[config.mk]
export PLATFORM = sky130hd
export DESIGN_NAME = ps2_key_ctrl_flat
export DESIGN_NICKNAME = d
export VERILOG_FILES = /design/src/rtl/dino_pkg.sv /design/src/rtl/ps2_key_ctrl_if.sv /design/src/rtl/ps2_key_ctrl_rx.sv /design/src/rtl/ps2_key_ctrl.sv /design/src/flat_wrapper.sv
export SDC_FILE = /design/constraint.sdc
export NUM_CORES = 1
export LEC_CHECK = 0
export BUFFER_PORTS_ARGS = -buffer_cell sky130_fd_sc_hd__buf_4
export CAP_MARGIN = 30
export CORE_MARGIN = 2
export CORE_UTILIZATION = 45
export CTS_CLUSTER_SIZE = 20
export DETAILED_ROUTE_END_ITERATION = 8
export GPL_ROUTABILITY_DRIVEN = 0
export SYNTH_ARGS = -nofsm -noshare
export SYNTH_HDL_FRONTEND = slang
export SYNTH_SLANG_ARGS = --single-unit
[constraint.sdc]
create_clock -name clk_25MHz -period 2.2 [get_ports clk_25MHz]
set_clock_uncertainty 0.05 [all_clocks]
set_input_delay 0.11 -clock clk_25MHz [delete_from_list [all_inputs] [get_ports clk_25MHz]]
set_output_delay 0.11 -clock clk_25MHz [all_outputs]
set_load 0.01 [all_outputs]
[src/rtl/dino_pkg.sv]
// Shared definitions for the dino game input path: PS/2 scan-code
// constants, parser state encoding and the held-key flag record.
package dino_pkg;

   localparam logic [7:0] SC_EXT   = 8'hE0;
   localparam logic [7:0] SC_BRK   = 8'hF0;
   localparam logic [7:0] SC_SPACE = 8'h29;
   localparam logic [7:0] SC_UP    = 8'h75;
   localparam logic [7:0] SC_DOWN  = 8'h72;
   localparam logic [7:0] SC_ENTER = 8'h5A;

   typedef enum logic [1:0] {
      PS_IDLE    = 2'd0,
      PS_EXT     = 2'd1,
      PS_BRK     = 2'd2,
      PS_EXT_BRK = 2'd3
   } parse_state_t;

   typedef struct packed {
      logic sp;   // space
      logic ua;   // extended up arrow
      logic da;   // extended down arrow
      logic en;   // enter
   } held_t;

   // Apply one make/break to the held flags; unmapped codes fall through untouched.
   // Keypad 75/72 (not extended) deliberately do not touch the arrow flags.
   function automatic held_t key_update(input held_t h, input logic ext,
                                        input logic make, input logic [7:0] code);
      held_t r;
      r = h;
      if (!ext && code == SC_SPACE) r.sp = make;
      if (!ext && code == SC_ENTER) r.en = make;
      if (ext && code == SC_UP)     r.ua = make;
      if (ext && code == SC_DOWN)   r.da = make;
      return r;
   endfunction

endpackage

[src/rtl/ps2_key_ctrl_if.sv]
// PS/2 pins plus the dino command outputs of ps2_key_ctrl.
// master: the key controller; slave: the pin driver / command consumer.
interface ps2_key_ctrl_if;
   logic       ps2_clk;
   logic       ps2_data;
   logic       up;
   logic       down;
   logic       start;
   logic [7:0] scan_code;
   logic       scan_valid;
   logic       frame_err;

   modport master (
      input  ps2_clk, ps2_data,
      output up, down, start, scan_code, scan_valid, frame_err
   );

   modport slave (
      output ps2_clk, ps2_data,
      input  up, down, start, scan_code, scan_valid, frame_err
   );
endinterface

[src/rtl/ps2_key_ctrl_rx.sv]
// ps2_rx: PS/2 receive front end. Synchronizes both pins, glitch-filters
// the clock, shifts 11-bit frames on filtered falling edges and checks
// start/stop/odd parity. Optional mid-frame watchdog under PS2_TIMEOUT_EN.
module ps2_rx #(
   parameter int FILT_LEN    = 8,
   parameter int TIMEOUT_CYC = 50000
) (
   input  logic       clk,
   input  logic       rst,
   input  logic       ps2_clk,
   input  logic       ps2_data,
   output logic [7:0] rx_byte,
   output logic       rx_valid,
   output logic       rx_err
);

   localparam int FILT_W = (FILT_LEN > 1) ? $clog2(FILT_LEN) : 1;
   localparam logic [FILT_W-1:0] FILT_LOAD = FILT_W'(FILT_LEN - 1);

   logic              clk_s1, clk_s2, dat_s1, dat_s2;
   logic              filt_clk;
   logic [FILT_W-1:0] filt_cnt;
   logic              fall;
   logic [3:0]        bit_cnt;
   logic [9:0]        shreg;
   logic              frame_good;
   logic              to_fire;

   // two-flop synchronizers; idle bus level is high
   always_ff @(posedge clk) begin
      if (rst) begin
         clk_s1 <= 1'b1;
         clk_s2 <= 1'b1;
         dat_s1 <= 1'b1;
         dat_s2 <= 1'b1;
      end else begin
         clk_s1 <= ps2_clk;
         clk_s2 <= clk_s1;
         dat_s1 <= ps2_data;
         dat_s2 <= dat_s1;
      end
   end

   // filtered clock flips only after FILT_LEN consecutive differing samples
   always_ff @(posedge clk) begin
      if (rst) begin
         filt_clk <= 1'b1;
         filt_cnt <= FILT_LOAD;
      end else if (clk_s2 == filt_clk) begin
         filt_cnt <= FILT_LOAD;
      end else if (filt_cnt == '0) begin
         filt_clk <= clk_s2;
         filt_cnt <= FILT_LOAD;
      end else begin
         filt_cnt <= filt_cnt - 1'b1;
      end
   end

   assign fall = filt_clk & ~clk_s2 & (filt_cnt == '0);

   // after 10 shifts: shreg[0]=start, shreg[8:1]=data, shreg[9]=parity; stop is live
   assign frame_good = ~shreg[0] & dat_s2 & (^shreg[9:1]);

`ifdef PS2_TIMEOUT_EN
   localparam int TO_W = (TIMEOUT_CYC > 1) ? $clog2(TIMEOUT_CYC) : 1;
   localparam logic [TO_W-1:0] TO_LOAD = TO_W'(TIMEOUT_CYC - 1);

   logic [TO_W-1:0] to_cnt;

   // watchdog counts idle cycles inside a frame, re-armed by every falling edge
   always_ff @(posedge clk) begin
      if (rst || fall || bit_cnt == 4'd0) begin
         to_cnt <= TO_LOAD;
      end else if (to_cnt != '0) begin
         to_cnt <= to_cnt - 1'b1;
      end
   end

   assign to_fire = (bit_cnt != 4'd0) & (to_cnt == '0) & ~fall;
`else
   localparam int unused_timeout_cyc = TIMEOUT_CYC;
   assign to_fire = 1'b0;
`endif

   // frame shifter and good/bad frame strobes
   always_ff @(posedge clk) begin
      if (rst) begin
         bit_cnt  <= 4'd0;
         shreg    <= '0;
         rx_byte  <= 8'h00;
         rx_valid <= 1'b0;
         rx_err   <= 1'b0;
      end else begin
         rx_valid <= 1'b0;
         rx_err   <= 1'b0;
         if (fall) begin
            if (bit_cnt == 4'd10) begin
               bit_cnt <= 4'd0;
               if (frame_good) begin
                  rx_byte  <= shreg[8:1];
                  rx_valid <= 1'b1;
               end else begin
                  rx_err <= 1'b1;
               end
            end else begin
               shreg   <= {dat_s2, shreg[9:1]};
               bit_cnt <= bit_cnt + 4'd1;
            end
         end else if (to_fire) begin
            bit_cnt <= 4'd0;
            rx_err  <= 1'b1;
         end
      end
   end

endmodule

[src/rtl/ps2_key_ctrl.sv]
// ps2_key_ctrl: PS/2 keyboard to dino commands (up, down, start).
// Optional macro PS2_TIMEOUT_EN enables the mid-frame watchdog in ps2_rx.
//
//  state      | meaning
//  PS_IDLE    | no prefix pending; next byte is a plain make (or a prefix)
//  PS_EXT     | E0 seen; next byte is an extended make (or F0)
//  PS_BRK     | F0 seen; next byte is a plain break
//  PS_EXT_BRK | E0 F0 seen; next byte is an extended break
module ps2_key_ctrl
   import dino_pkg::*;
#(
   parameter int FILT_LEN    = 8,
   parameter int TIMEOUT_CYC = 50000
) (
   input  logic           clk_25MHz,
   input  logic           rst,
   ps2_key_ctrl_if.master bus
);

   logic [7:0]   rx_byte;
   logic         rx_valid;
   logic         rx_err;

   parse_state_t state, state_nxt;
   held_t        held, held_nxt;
   logic         start_nxt, up_nxt, down_nxt;
   logic         up_q, down_q, start_q;

   ps2_rx #(
      .FILT_LEN    (FILT_LEN),
      .TIMEOUT_CYC (TIMEOUT_CYC)
   ) u_rx (
      .clk      (clk_25MHz),
      .rst      (rst),
      .ps2_clk  (bus.ps2_clk),
      .ps2_data (bus.ps2_data),
      .rx_byte  (rx_byte),
      .rx_valid (rx_valid),
      .rx_err   (rx_err)
   );

   // prefix parsing and key-map update for each good byte
   always_comb begin
      state_nxt = state;
      held_nxt  = held;
      start_nxt = 1'b0;
      if (rx_valid) begin
         unique case (state)
            PS_IDLE: begin
               if (rx_byte == SC_EXT) begin
                  state_nxt = PS_EXT;
               end else if (rx_byte == SC_BRK) begin
                  state_nxt = PS_BRK;
               end else begin
                  held_nxt  = key_update(held, 1'b0, 1'b1, rx_byte);
                  start_nxt = (rx_byte == SC_ENTER) & ~held.en;
               end
            end
            PS_EXT: begin
               if (rx_byte == SC_BRK) begin
                  state_nxt = PS_EXT_BRK;
               end else begin
                  held_nxt  = key_update(held, 1'b1, 1'b1, rx_byte);
                  state_nxt = PS_IDLE;
               end
            end
            PS_BRK: begin
               held_nxt  = key_update(held, 1'b0, 1'b0, rx_byte);
               state_nxt = PS_IDLE;
            end
            PS_EXT_BRK: begin
               held_nxt  = key_update(held, 1'b1, 1'b0, rx_byte);
               state_nxt = PS_IDLE;
            end
            default: state_nxt = PS_IDLE;
         endcase
      end
      up_nxt   = held_nxt.sp | held_nxt.ua;
      down_nxt = held_nxt.da & ~up_nxt;
   end

   // parser state, held flags and registered command outputs
   always_ff @(posedge clk_25MHz) begin
      if (rst) begin
         state   <= PS_IDLE;
         held    <= '0;
         up_q    <= 1'b0;
         down_q  <= 1'b0;
         start_q <= 1'b0;
      end else begin
         state   <= state_nxt;
         held    <= held_nxt;
         up_q    <= up_nxt;
         down_q  <= down_nxt;
         start_q <= start_nxt;
      end
   end

   assign bus.up         = up_q;
   assign bus.down       = down_q;
   assign bus.start      = start_q;
   assign bus.scan_code  = rx_byte;
   assign bus.scan_valid = rx_valid;
   assign bus.frame_err  = rx_err;

endmodule

[src/flat_wrapper.sv]
// flat-port wrapper written by rule: the top's interface ports become plain ports
module ps2_key_ctrl_flat import dino_pkg::*;
#(
   parameter int FILT_LEN    = 8,
   parameter int TIMEOUT_CYC = 50000
)
  (clk_25MHz, rst, bus_ps2_clk, bus_ps2_data, bus_up, bus_down, bus_start, bus_scan_code, bus_scan_valid, bus_frame_err);
  ps2_key_ctrl_if bus_i ();
  input  logic clk_25MHz;
  input  logic rst;
  input wire logic [$bits(bus_i.ps2_clk)-1:0] bus_ps2_clk;
  input wire logic [$bits(bus_i.ps2_data)-1:0] bus_ps2_data;
  output wire logic [$bits(bus_i.up)-1:0] bus_up;
  output wire logic [$bits(bus_i.down)-1:0] bus_down;
  output wire logic [$bits(bus_i.start)-1:0] bus_start;
  output wire logic [$bits(bus_i.scan_code)-1:0] bus_scan_code;
  output wire logic [$bits(bus_i.scan_valid)-1:0] bus_scan_valid;
  output wire logic [$bits(bus_i.frame_err)-1:0] bus_frame_err;
  assign bus_i.ps2_clk = bus_ps2_clk;
  assign bus_i.ps2_data = bus_ps2_data;
  assign bus_up = bus_i.up;
  assign bus_down = bus_i.down;
  assign bus_start = bus_i.start;
  assign bus_scan_code = bus_i.scan_code;
  assign bus_scan_valid = bus_i.scan_valid;
  assign bus_frame_err = bus_i.frame_err;
  ps2_key_ctrl #(.FILT_LEN(FILT_LEN), .TIMEOUT_CYC(TIMEOUT_CYC)) u_core (.clk_25MHz(clk_25MHz), .rst(rst), .bus(bus_i));
endmodule
==> results of run 1 <==
## power groups by stage
stage	registers, mW	logic [mW]	clock network [mW]
floorplan	0.764	0.0164	0
global placement	0.764	0.0233	0
detailed placement	0.764	0.0244	0
CTS	0.747	0.0272	0.506
global route	0.747	0.0298	0.540
finish	0.747	0.0265	0.487
## synthesized netlist by cell type (all sizes together), types with 3 or more instances
library cell	instances	area, um^2
nand4	4	25.02
mux2i	13	142.6
nor2b	3	18.77
nor3	5	25.02
a21oi	17	85.08
inv	5	18.77
nand3	5	25.02
o21ai	12	60.06
nand3b	3	22.52
nor2	8	30.03
nor4bb	5	50.05
or2	4	25.02
nand2	31	116.4
clkbuf	6	22.52
ha	3	37.54
xnor2	4	35.03
dfxtp	41	820.8
nand2b	5	31.28
## per-layer routing
layer | part of all wire (%) | wire (um) | GRT usage, % | up-vias
li1 | - | - | - | 723
met1 | 49 | 1685 | 22.40 | 653
met2 | 45 | 1556 | 27.35 | 28
met3 | 3.9 | 135 | 5.236 | 5
met4 | 1.4 | 49 | 6.888 | 0
met5 | 0 | 0 | 0 | -
## final cells by class
class                      count  share of cell area, %
clock buffer                   7                  4.182
inverter                       6                  1.091
multi-input combinational    141                  44.55
sequential                    41                  39.76
tap                           48                  2.909
timing repair buffer          20                  7.515
## state kept, by name (all words and copies together), names as in the netlist, 2 cells and up
signal / cells
u_core.u_rx.filt_cnt: 3
u_core.u_rx.shreg: 10
u_core.u_rx.rx_byte: 8
u_core.u_rx.bit_cnt: 4
u_core.state: 2
u_core.held: 4
## worst max-delay path by stage
| stage | start | end | cells past startpoint |
|---|---|---|---|
| floorplan | u_core.u_rx.filt_cnt[0] | u_core.u_rx.rx_byte[0] | 6 |
| global placement | u_core.u_rx.shreg[1] | u_core.u_rx.rx_byte[6] | 4 |
| detailed placement | u_core.u_rx.shreg[1] | u_core.u_rx.rx_byte[6] | 4 |
| CTS | u_core.u_rx.shreg[1] | u_core.u_rx.rx_byte[6] | 4 |
| global route | u_core.u_rx.shreg[1] | u_core.u_rx.rx_byte[4] | 4 |
| finish | u_core.u_rx.shreg[1] | u_core.u_rx.rx_byte[4] | 4 |
## logic make-up (layout without fill, tap and decap cells)
| family | after synthesis | count (layout) | synth area share (%) |
|---|---|---|---|
| adders and majority gates | 3 | 3 | 2.097 |
| xor gates and xnor gates | 7 | 7 | 5.031 |
| buffers and inverters | 13 | 33 | 2.795 |
| and+or+nand+nor | 85 | 85 | 26.49 |
| muxes | 13 | 13 | 7.967 |
| DFF | 41 | 41 | 45.84 |
| AOI/OAI and AO/OA | 33 | 33 | 9.784 |
==> flow_summary.ini, run 1 <==
[critical_path]
ff2ff_path_depth = 4
crit_fanout = 9
path_class = flop to flop
r2r_slack_ps = 150
crit_chain = xor3_1, or4_4, mux2i_4, mux2i_1
critPathMaxStageDelay_ps = 480
cp_slowest_cell = xor3_1
setup.worst_path.start_class = flop
worstReg2RegEnd = u_core.u_rx.rx_byte[4]
critPathBufInv = 0
end_kind = flop
critPathTopFamily = multiplexers
r2r_start = u_core.u_rx.shreg[1]
arrival_ps = 2220
cp.required_ps = 2360

[power_and_ir_drop]
seqPwrFrac_pct = 59.3
leakagePower_nw = 0.7688
sw_frac_of_total_pct = 20.30
p_switching_uw = 255.8
p_comb_share_pct = 2.1
p_int_mw = 1.004
p_total_mw = 1.260
clkPwrFrac_pct = 38.6
peakVddDrop_v = 0.0003281
p_per_area_nw_per_um2 = 610.4

[final_layout]
n_fill_cell = 358
stdcell_count = 263
multi_input_area_um2 = 919.6
stdcell_area_um2 = 2064
n_antenna_cell = 0
final_common_cell = dfxtp_1
layout.nets = 222
syn_to_final_growth_pct = 15.30
mostFrequentLayoutCells = dfxtp_1, nand2_1, buf_4, a21oi_1
area.sequential_um2 = 820.8
final_core_util_pct = 55.15
drive_above_1_share_pct = 15.35

[place]
place_area_um2 = 1958
dp.cells = 254
preCtsSetupSlack_ps = 144.8
dpl.hpwl_mm = 2.412
portBuffers = 16

[synth]
synth-async-reset-ratio_pct = 0
synth_warnings = 0
ys_types = 40
synthCells = 195
syn_avg_cell_area_um2 = 9.182
synth-seq-cells = 41
synth_edf_count = 0
syn_area_um2 = 1790
ys_seq_area_share_pct = 45.84
syn-num-nets = 202
synth-main-ff-cell = dfxtp_1

[clock_tree]
root_buffer = clkbuf_8
cts_buffers = 5
cts_tree = done
clk_latency_ps = 290
cts_resized = 0
cts_sinks = 41
cts_hold_buf = 2
path_clk_slew_ps = 80
post_cts_buffers = 0
h-tree-depth = 2
cts_max_path_buffers = 2

[routing]
vias = 1409
first_pass_iters = 4
wl_mm = 3.427
antenna_left = 0
drc_errors = 0
wl_per_cell_um = 13.03
avgViaCountPerCell = 5.357
drtIter0Drc = 92

[status]
status = finished, final reports clean

[global_routing]
first_global_vias = 1244
grt_pass1_wl_mm = 5.858
gr-usage-all-layers_pct = 17.49
grt_max_degree = 32
grt_remaining_overflow = 0
grt_antenna_before_repair = 0

[die]
start_util_pct = 47.83
core_um2 = 3744
die_w_um = 67.08
die_h_um = 67.08
io-pin-count = 17
placementRows = 22
fp.dieArea_um2 = 4499

[sta]
rsz0062_at_grt = false
fmax_ghz = 0.4868
finalHoldViolations = 0
finalSetupTns_ps = 0
tightest_slew_ps = 561.4
fin_hold_ws_ps = 146.7
period_share_pct = 93.37
slew_violations = 0
final-setup-viol-count = 0
relSlewSlack_pct = 62.43
fin_crit_ps = 2054
setup_slack_ps = 145.8

[min_path]
hold_start = rst
hold_path_class = input pin to flop
min_to = u_core.held[0]
min_delay_path_depth = 2

[job]
cap_violations = 0
Power figures use the tool's default switching activity.
==> run 2, diff against run 1 <==
--- a/config.mk
+++ b/config.mk
@@ -14,4 +14,5 @@
 export GPL_ROUTABILITY_DRIVEN = 0
 export SYNTH_ARGS = -nofsm -noshare
 export SYNTH_HDL_FRONTEND = slang
+export SYNTH_HIERARCHICAL = 1
 export SYNTH_SLANG_ARGS = --single-unit
==> run 2 against run 1 <==
  * Fmax is 0.64% higher
  * Clock power grew 29%
  * Critical path type unchanged
  * Non-clock buffer count did not move
  * Combinational power increased by 2%
  * Worst setup slack better by 13 ps
  * Critical path depth unchanged
  * First-iteration DRC count rose by 26%
==> flow_summary.ini, run 2 <==
[synth]
synth_warnings = 6
synth_edf_count = 0
yosys-top-cells-area = dfxtp_1, nand2_1, mux2i_1
syn_area_um2 = 1846
synthCells = 199
ys_seq_area_share_pct = 44.47
synth.most_common_cell = dfxtp_1
synthTopCellsByCount = dfxtp_1, nand2_1, a21oi_1
synth-main-ff-cell = dfxtp_1
synth-seq-cells = 41
syn-num-nets = 206
synth_top_cell_area_share_pct = 44.47
syn_avg_cell_area_um2 = 9.274
synth.largest_area_cell = dfxtp_1
ys_types = 45
synth-async-reset-ratio_pct = 0

[global_routing]
first_global_vias = 1280
grt_pass1_wl_mm = 5.858
grt_max_degree = 32
grt_remaining_overflow = 0
grt_antenna_before_repair = 0
gr-usage-all-layers_pct = 16.99

[critical_path]
r2r_start = u_core/u_rx/shreg[8]
critPathTopFamily = multiplexers
critPathMaxStageDelay_ps = 470
crit_chain = xor3_1, or4_4, mux2i_4, mux2i_1
crit_fanout = 9
cp_slowest_cell = xor3_1
end_kind = flop
cp.required_ps = 2370
crit_start = u_core/u_rx/shreg[8]
critPathBufInv = 0
crit_cells = 4
setup.worst_path.start_class = flop
ff2ff_path_depth = 4
r2r_slack_ps = 160
critPathCapture = u_core/u_rx/rx_byte[2]
worstReg2RegEnd = u_core/u_rx/rx_byte[2]
path_class = flop to flop
arrival_ps = 2210

[power_and_ir_drop]
p_per_area_nw_per_um2 = 650.4
p_total_mw = 1.401
leakagePower_nw = 0.8043
peakVddDrop_v = 0.0003335

[routing]
antenna_left = 0
drc_errors = 0
avgViaCountPerCell = 5.271
highest_layer = met4
drtIter0Drc = 116
route.met2.wl_mm = 1.548
vias = 1418
wl_mm = 3.512
wl_met1_mm = 1.761
wl_met3_um = 160
first_pass_iters = 4
wl_per_cell_um = 13.06

[sta]
fmax_ghz = 0.4899
fin_crit_ps = 2041
tightest_slew_ps = 596.9
finalSetupTns_ps = 0
finalHoldViolations = 0
relSlewSlack_pct = 60.06
final-setup-viol-count = 0
period_share_pct = 92.78
slew_violations = 0
rsz0062_at_grt = false

[final_layout]
top_register = u_core/u_rx/shreg
drive_above_1_share_pct = 17.81
n_antenna_cell = 0
stdcell_count = 269
stdcell_area_um2 = 2153
mostFrequentLayoutCells = dfxtp_1, nand2_1, buf_4, a21oi_1, o21ai_0
final_common_cell = dfxtp_1
layout.nets = 225
syn_to_final_growth_pct = 16.68
largest_register_ffs = 10
top_regs = u_core/u_rx/shreg x10, u_core/u_rx/rx_byte x8

[clock_tree]
cts_sinks = 41
cts_buffers = 5
clk_latency_ps = 290
cts_tree = done
cts_max_path_buffers = 2
path_clk_slew_ps = 80
root_buffer = clkbuf_8
cts_resized = 0
h-tree-depth = 2
post_cts_buffers = 0

[die]
fp.dieArea_um2 = 4629
die_h_um = 68.04
start_util_pct = 46.47
placementRows = 23
die_w_um = 68.04
io-pin-count = 17
core_um2 = 3971

[job]
cap_violations = 0

[place]
dpl.hpwl_mm = 2.436
dp.cells = 259
portBuffers = 16
place_area_um2 = 2013

[min_path]
hold_start = rst
hold_path_class = input pin to flop

[status]
status = finished, final reports clean
[run 2: cell types whose count changed in the layout (fill, tap and decap cells not counted), sizes merged, moves of 2 or more]
cell    previous run  this run
nor2               8        10
nand2             31        34
nor2b              3         5
nand3              5         2
nor4bb             5         1
and4bb             0         3
nand4              4         1
[run 2: per-layer routing]
| metal | up-vias | global-route usage, % |
|---|---|---|
| met5 | - | 0 |
| met4 | 0 | 6.750 |
| met3 | 4 | 4.441 |
| met2 | 28 | 26.09 |
| met1 | 653 | 22.69 |
| li1 | 733 | - |
[run 2: how the worst min path moves through the flow]
stage,end,slack (ps),cells after the start
after detailed placement,u_core/u_rx/dat_s1,250,2
after global placement,u_core/u_rx/clk_s1,250,2
after global routing,u_core/u_rx/bit_cnt[0],140,2
final,u_core/u_rx/bit_cnt[0],130,2
after CTS,u_core/u_rx/bit_cnt[2],130,2
after floorplan,u_core/u_rx/rx_err,150,1
[run 2: where the power goes]
group	leakage [nW]	switching, mW	internal [mW]	total, mW
Combinational	0.416	0.0165	0.0104	0.0269
Sequential	0.331	0.00127	0.745	0.746
Clock	0.0574	0.258	0.369	0.627
[run 2: cell type report]
class / count / area (um^2)
Sequential cell: 41 / 820.8
Clock inverter: 2 / 37.54
Clock buffer: 6 / 82.58
Timing Repair Buffer: 20 / 155.1
Multi-Input combinational cell: 144 / 972.2
Inverter: 6 / 22.52
Tap cell: 50 / 62.56
Fill cell: 377 / 1818
[run 2: cell families (layout without fill, tap and decap cells)]
group	Yosys count	after routing	synth area share (%)
mux	12	12	7.187
flops	41	41	44.47
xor+xnor	7	7	4.882
buf+inv	14	34	2.847
compound gates	34	34	10.98
simple gates	88	88	27.59
fa+ha+maj	3	3	2.034
[run 2: repair_timing]
| action | CTS | global route |
|---|---|---|
| endpoints found under the hold margin | 2 | 0 |
| hold buffers | 2 | 0 |
| setup endpoints to repair | 0 | 0 |
[run 2: metrics by stage]
stage	hold WS, ps	setup slack [ps]	util (%)
floorplan	150.9	290.2	-
global placement	249.3	255.8	50.69
detailed placement	247.8	188.9	50.69
CTS	132.0	166.1	54.22
global route	138.0	61.09	54.22
finish	131.4	158.8	54.22
